==> config.mk <==
export PLATFORM = sky130hd
export DESIGN_NAME = line_tally
export DESIGN_NICKNAME = d
export VERILOG_FILES = /design/src/rtl/line_tally.sv
export SDC_FILE = /design/constraint.sdc
export NUM_CORES = 1
export LEC_CHECK = 0
export BUFFER_PORTS_ARGS = -buffer_cell sky130_fd_sc_hd__buf_2
export CAP_MARGIN = 20
export CORE_MARGIN = 8
export CORE_UTILIZATION = 54
export DETAILED_ROUTE_END_ITERATION = 7
export PLACE_DENSITY_LB_ADDON = 0.15
export SKIP_LAST_GASP = 1
export SYNTH_ARGS = -nofsm -noshare
export SYNTH_HDL_FRONTEND = slang
export SYNTH_SLANG_ARGS = --single-unit
==> constraint.sdc <==
create_clock -name clk -period 2.9 [get_ports clk]
set_clock_uncertainty 0.05 [all_clocks]
set_input_delay 0 -clock clk [delete_from_list [all_inputs] [get_ports clk]]
set_output_delay 0 -clock clk [all_outputs]
set_load 0.1 [all_outputs]
==> src/rtl/line_tally.sv <==
// line_tally: accumulates "rows cleared" events into a 6-bit line count, one unit per clock.
// Define LINES_WRAP_EN to let the count wrap 63->0 instead of saturating at 63.
module line_tally #(
    parameter int MAX_ROWS        = 4,
    parameter int LEVEL_STEP_LOG2 = 3
) (
    input  logic       clk,
    input  logic       reset,
    input  logic       new_game,
    input  logic       game_over,
    input  logic       clear_valid,
    input  logic [2:0] clear_rows,
    output logic       clear_ready,
    output logic [5:0] lines,
    output logic [2:0] level,
    output logic       level_up,
    output logic       saturated
);

    localparam logic [1:0] IDLE = 2'd0;
    localparam logic [1:0] ADD  = 2'd1;
    localparam logic [1:0] HOLD = 2'd2;

    localparam logic [2:0] ROW_CAP = 3'(MAX_ROWS);

`ifdef LINES_WRAP_EN
    localparam bit WRAP = 1'b1;
`else
    localparam bit WRAP = 1'b0;
`endif

    logic [1:0] state;
    logic [2:0] pending;
    logic [2:0] rows_clamped;
    logic [5:0] inc_lines;
    logic       inc_boundary;

    // The boundary test requires the count to actually move, so a saturated
    // count sitting at 63 never re-fires level_up.
    always_comb begin
        rows_clamped = (clear_rows > ROW_CAP) ? ROW_CAP : clear_rows;
        if (!WRAP && lines == 6'd63)
            inc_lines = lines;
        else
            inc_lines = lines + 6'd1;
        inc_boundary = (inc_lines != lines) &&
                       (inc_lines[LEVEL_STEP_LOG2-1:0] == '0);
    end

    assign level = 3'(lines >> LEVEL_STEP_LOG2);

`ifdef LINES_WRAP_EN
    assign saturated = 1'b0;
`endif

    always_ff @(posedge clk) begin
        if (!reset) begin
            state       <= IDLE;
            pending     <= '0;
            lines       <= '0;
            clear_ready <= 1'b0;
            level_up    <= 1'b0;
`ifndef LINES_WRAP_EN
            saturated   <= 1'b0;
`endif
        end else if (new_game) begin
            state       <= IDLE;
            pending     <= '0;
            lines       <= '0;
            clear_ready <= 1'b1;
            level_up    <= 1'b0;
`ifndef LINES_WRAP_EN
            saturated   <= 1'b0;
`endif
        end else if (game_over) begin
            state       <= HOLD;
            pending     <= '0;
            clear_ready <= 1'b0;
            level_up    <= 1'b0;
        end else begin
            level_up <= 1'b0;
            case (state)
                IDLE: begin
                    clear_ready <= 1'b1;
                    if (clear_valid && clear_ready) begin
                        pending <= rows_clamped;
                        if (rows_clamped != 3'd0) begin
                            state       <= ADD;
                            clear_ready <= 1'b0;
                        end
                    end
                end
                // Pending drains at one per clock even when saturated, so the
                // handshake timing never depends on the count value.
                ADD: begin
                    lines    <= inc_lines;
                    level_up <= inc_boundary;
                    pending  <= pending - 3'd1;
`ifndef LINES_WRAP_EN
                    saturated <= (inc_lines == 6'd63);
`endif
                    if (pending == 3'd1) begin
                        state       <= IDLE;
                        clear_ready <= 1'b1;
                    end
                end
                default: begin
                    state       <= HOLD;
                    clear_ready <= 1'b0;
                end
            endcase
        end
    end

endmodule

Word level (Yosys, flattened, before mapping)
Cells that the tools add are included.
- $add $sub $neg: 2
- bitwise operators: 3
- reductions and logical operators: 13
- muxes and demuxes: 15
- equal/unequal tests: 12
- magnitude comparators: 1
- operators by type and width (cell ; number):
    $eq 6x6->1 const B ; 2
    $ne 3x3->1 const B ; 3
    $mux 2 ; 4
    $add 6x1->6 const B ; 1
    $mux 3 ; 2
    $mux 6 ; 1
    $ne 2x2->1 const B ; 3
    $ne 6x6->1 ; 1
    $pmux 3 s2 ; 1
    $reduce_and 3->1 ; 2
    $mux 1 ; 5
    $ne 4x4->1 const B ; 1
    $pmux 2 s2 ; 1
    $reduce_and 2->1 ; 2
    $reduce_or 4->1 ; 1
    $eq 3x1->1 const B ; 1
    $gt 3x3->1 const B ; 1
    $logic_not 3->1 ; 1
    $not 1->1 ; 3
    $reduce_bool 3->1 ; 1
    $reduce_or 3->1 ; 1
    $sub 3x1->3 const B ; 1
    $eq 2x1->1 const B ; 1
    $logic_and 1x1->1 ; 2
    other kinds (4) ; 4
- output and inout port bits: 12
- bits in registers: 14

Depth between registers and ports, before layout
- word-level depth: 8
- depth in mapped cells: 6
- gate-level depth less buffers: 6

Worst setup path after synthesis
No wires, ideal clock.
- kind: register to register
- from: register lines[0]
- to: register saturated
- slack: 0.514 ns
- arrival time: 2.240 ns
- stages on the path, launching flop included: 6
- library setup time: 0.096 ns
- cells stage by stage: dfxtp_1 -> ha_1 -> nand2_1 -> or2_0 -> o22a_1 -> o41ai_2
- cells in the longest elaborated chain, start to end: 3
- elaborated cells between the ends (all ways): 4
- those cells by class: add/sub (1); eq/ne (2); mux (1)
- ends and longest elaborated chain (element ; line ; RTL):
    start: declaration ; 14 ; output logic [5:0] lines,
    start signal: assignment ; 96 ; lines <= inc_lines;
    $add 6x1->6 or $eq 6x6->1 (tied branches) ; 45, 42 ;
    $mux 6 * ; 42 ; if (!WRAP && lines == 6'd63)
    $eq 6x6->1 * ; 100 ; saturated <= (inc_lines == 6'd63);
    end signal: assignment ; 100 ;
    end: declaration ; 17 ; output logic saturated
Every way passes the cells marked *; elsewhere a longest branch is shown, timed or not.
A chain may end at the register's enable or synchronous reset.

Final worst setup path
Ends and elaborated chain as after synthesis.

==> results.md <==
- Status: finished, final reports clean
- Slew margin rel.: 61.6%
- Initial antenna violation count: 0
- CP max FO: 7
- WHS Path Cells: 3
- Multi-input gate area: 470 µm²
- Placed cells: 123
- Multiplexer share of the synthesized area: 3.72%
- Congestion Overflow GR: 0
- Worst-path clk slew: 0.08 ns
- Layout Area Growth over Synthesis: 17.8%
- Synth Area in Compound Gates: 21.1%
- Dpl cell area: 885 µm²
- DRT met1 WL: 712 µm
- TritonCTS clock tree: built
- CTS Buffer Depth: 2
- Hold slack: 0.0214 ns
- Post-place setup slack: 1.20 ns
- Power Dens Cells: 396 mW/mm²
- Largest net degree at the start of global routing: 15
- Cell area after synthesis: 807 µm²
- Global-route wire length before repair: 2690 µm
- Register area: 280 µm²
- Share of cells above drive strength 1: 27.2%
- Initial core utilization: 55.5%
- Startpoint Class: register
- Clk_lat worst skew: 0.28 ns
- Final worst slack: 1.17 ns
- Max IR drop VDD: 0.257 mV
- Final std cells w/o fill: 130
- Final hold violations: 0
- Measured slew at the worst slew-check pin: 0.574 ns
- Count leader, synth: dfxtp_1
- CTS Sinks: 14
- Final HPWL DP: 1290 µm
- Max-cap violations: 0
- DR WL/cell: 12.8 µm
- Die area: 0.00299 mm²
- Ports: 20
- Mapped Avg Cell Area: 8.68 µm²
- Worst Hold Class: input pin to register
- DR WL met3: 86 µm
- Final min period: 1.73 ns
- Yosys cell types: 40
- Fmax: 577 MHz
- Leak pwr: 0.407 nW
- Synth Register Bits: 14
- # fillers: 130
- Total power: 0.377 mW
- Total wire length: 1670 µm
- R2R cell count: 5
- XOR/XNOR share of the synthesized area: 2.17%
- Data arrival, critical path: 1.88 ns
- Routed vias/inst: 5.59
- Final #Nets: 126
- Gpl congestion: 0.785
- Rows: 14
- Remaining DRCs: 0
- N_diodes: 0
- Tcrit/Tclk final: 59.8%
- Setup violations, final: 0
- Final ANT Viol Nets: 0
- Post-synth EDFFs: 0
- Final Util: 65.4%
- Largest cells by area after synthesis: dfxtp_1 (35%), nor2_1 (6.0%), ha_1 (4.7%)
- Crit. End Element: register
- H-Tree Level Count: 1
- Crit Path Category: register to register
- Post-Syn Instances: 93
- Post-Synth Simple-Gate Area: 26.7%
- Die X: 54.7 µm
- Setup repair after global routing missed its margin: false
- Async SR Flop Fraction: 0%
- Adder-cell share of the synthesized area: 4.65%
- CTS Buf Count: 3
- Met2 routed WL: 838 µm
- Yosys warns: 0
- Vias in the first global route: 683
- Main synth FF type: dfxtp_1
- Core area: 0.00145 mm²
- Chip Height: 54.7 µm
- Highest metal used: met4
- Drt initial violations: 12
- Fin area: 951 µm²
- Share of the synthesized area in the top cell type: 34.7%
- Postcts setup bufs: 0
- DR vias: 727
- Port-buffer cells: 19
- Req. time, crit path: 3.04 ns
- Max-slew violations: 0
- Cell accounting for the most synthesized area: dfxtp_1
- Mapped Nets: 104
- Total GRT Usage: 12.3%
- Largest family of logic cells by synthesized area: simple AND/OR/NAND/NOR gates
- Router iterations before antenna repair: 4
- Root buffer cell: clkbuf_4
- Sequential fraction of the synthesis area: 34.7%
- Fin Setup TNS: 0 ns
- Top cells by count, synth: dfxtp_1 (14), nor2_1 (13), a21oi_1 (7)
power breakdown:
part / switching (mW) / internal (mW) / total, mW
registers: 0.00299 / 0.195 / 0.198
logic: 0.0232 / 0.0144 / 0.0375
clock network: 0.0652 / 0.0765 / 0.142
final timing paths:
path	startpoint	end	slack, ns
setup / recovery	lines[0]	saturated	1.17
hold reg to reg	pending[1]	pending[1]	0.47
setup reg to reg	lines[0]	saturated	1.17
hold / removal	clear_rows[0]	pending[0]	0.02
worst max-delay path: stages, from the launching register on:
cell and delay (ns):
dfxtp_1 0.44, ha_1 0.24, nand2_1 0.13, or2_0 0.27
o22a_1 0.22, o41ai_2 0.29
registers in the layout, summed over array words and instances, names as in the netlist:
signal       count
pending          3
lines            6
clear_ready      1
saturated        1
level_up         1
state            2
layout make-up:
class / instances / area share (%)
Multi-Input combinational cell: 69 / 49.5
Sequential cell: 14 / 29.5
Timing Repair Buffer: 22 / 13.2
Clock buffer: 4 / 3.82
Tap cell: 16 / 2.11
Inverter: 5 / 1.97
metal layers:
layer	global-route usage, %	vias to the layer above
met4	7.38	0
li1	-	369
met5	0	-
met2	22.5	16
met1	12.2	338
met3	2.72	4
layout by cell type (no fill, tap or decap), drive strengths merged, types with 2 or more instances in the layout:
cell type / n
buf: 19
dfxtp: 14
nor2: 13
a21oi: 7
inv: 5
nand2: 4
clkbuf: 4
nand2b: 3
mux2i: 3
ha: 3
dlygate4sd3: 3
nor2b: 3
a2111oi: 3
o21ai: 3
nand3: 3
o21a: 2
a31oi: 2
nand4: 2
nor3b: 2
repair_timing:
item | 4_1_cts | 5_1_grt
endpoints found under the hold margin | 4 | 0
resized for setup | 0 | 0
hold buffers | 3 | 0
cells by family after synthesis:
family,Yosys count
XOR/XNOR,2
buffers and inverters,10
multiplexers,3
AND/OR/NAND/NOR,38
adder cells (fa/ha/maj),3
AO/OA/AOI/OAI,23
flip-flops,14
No activity file was read; power rests on OpenSTA's default activity.
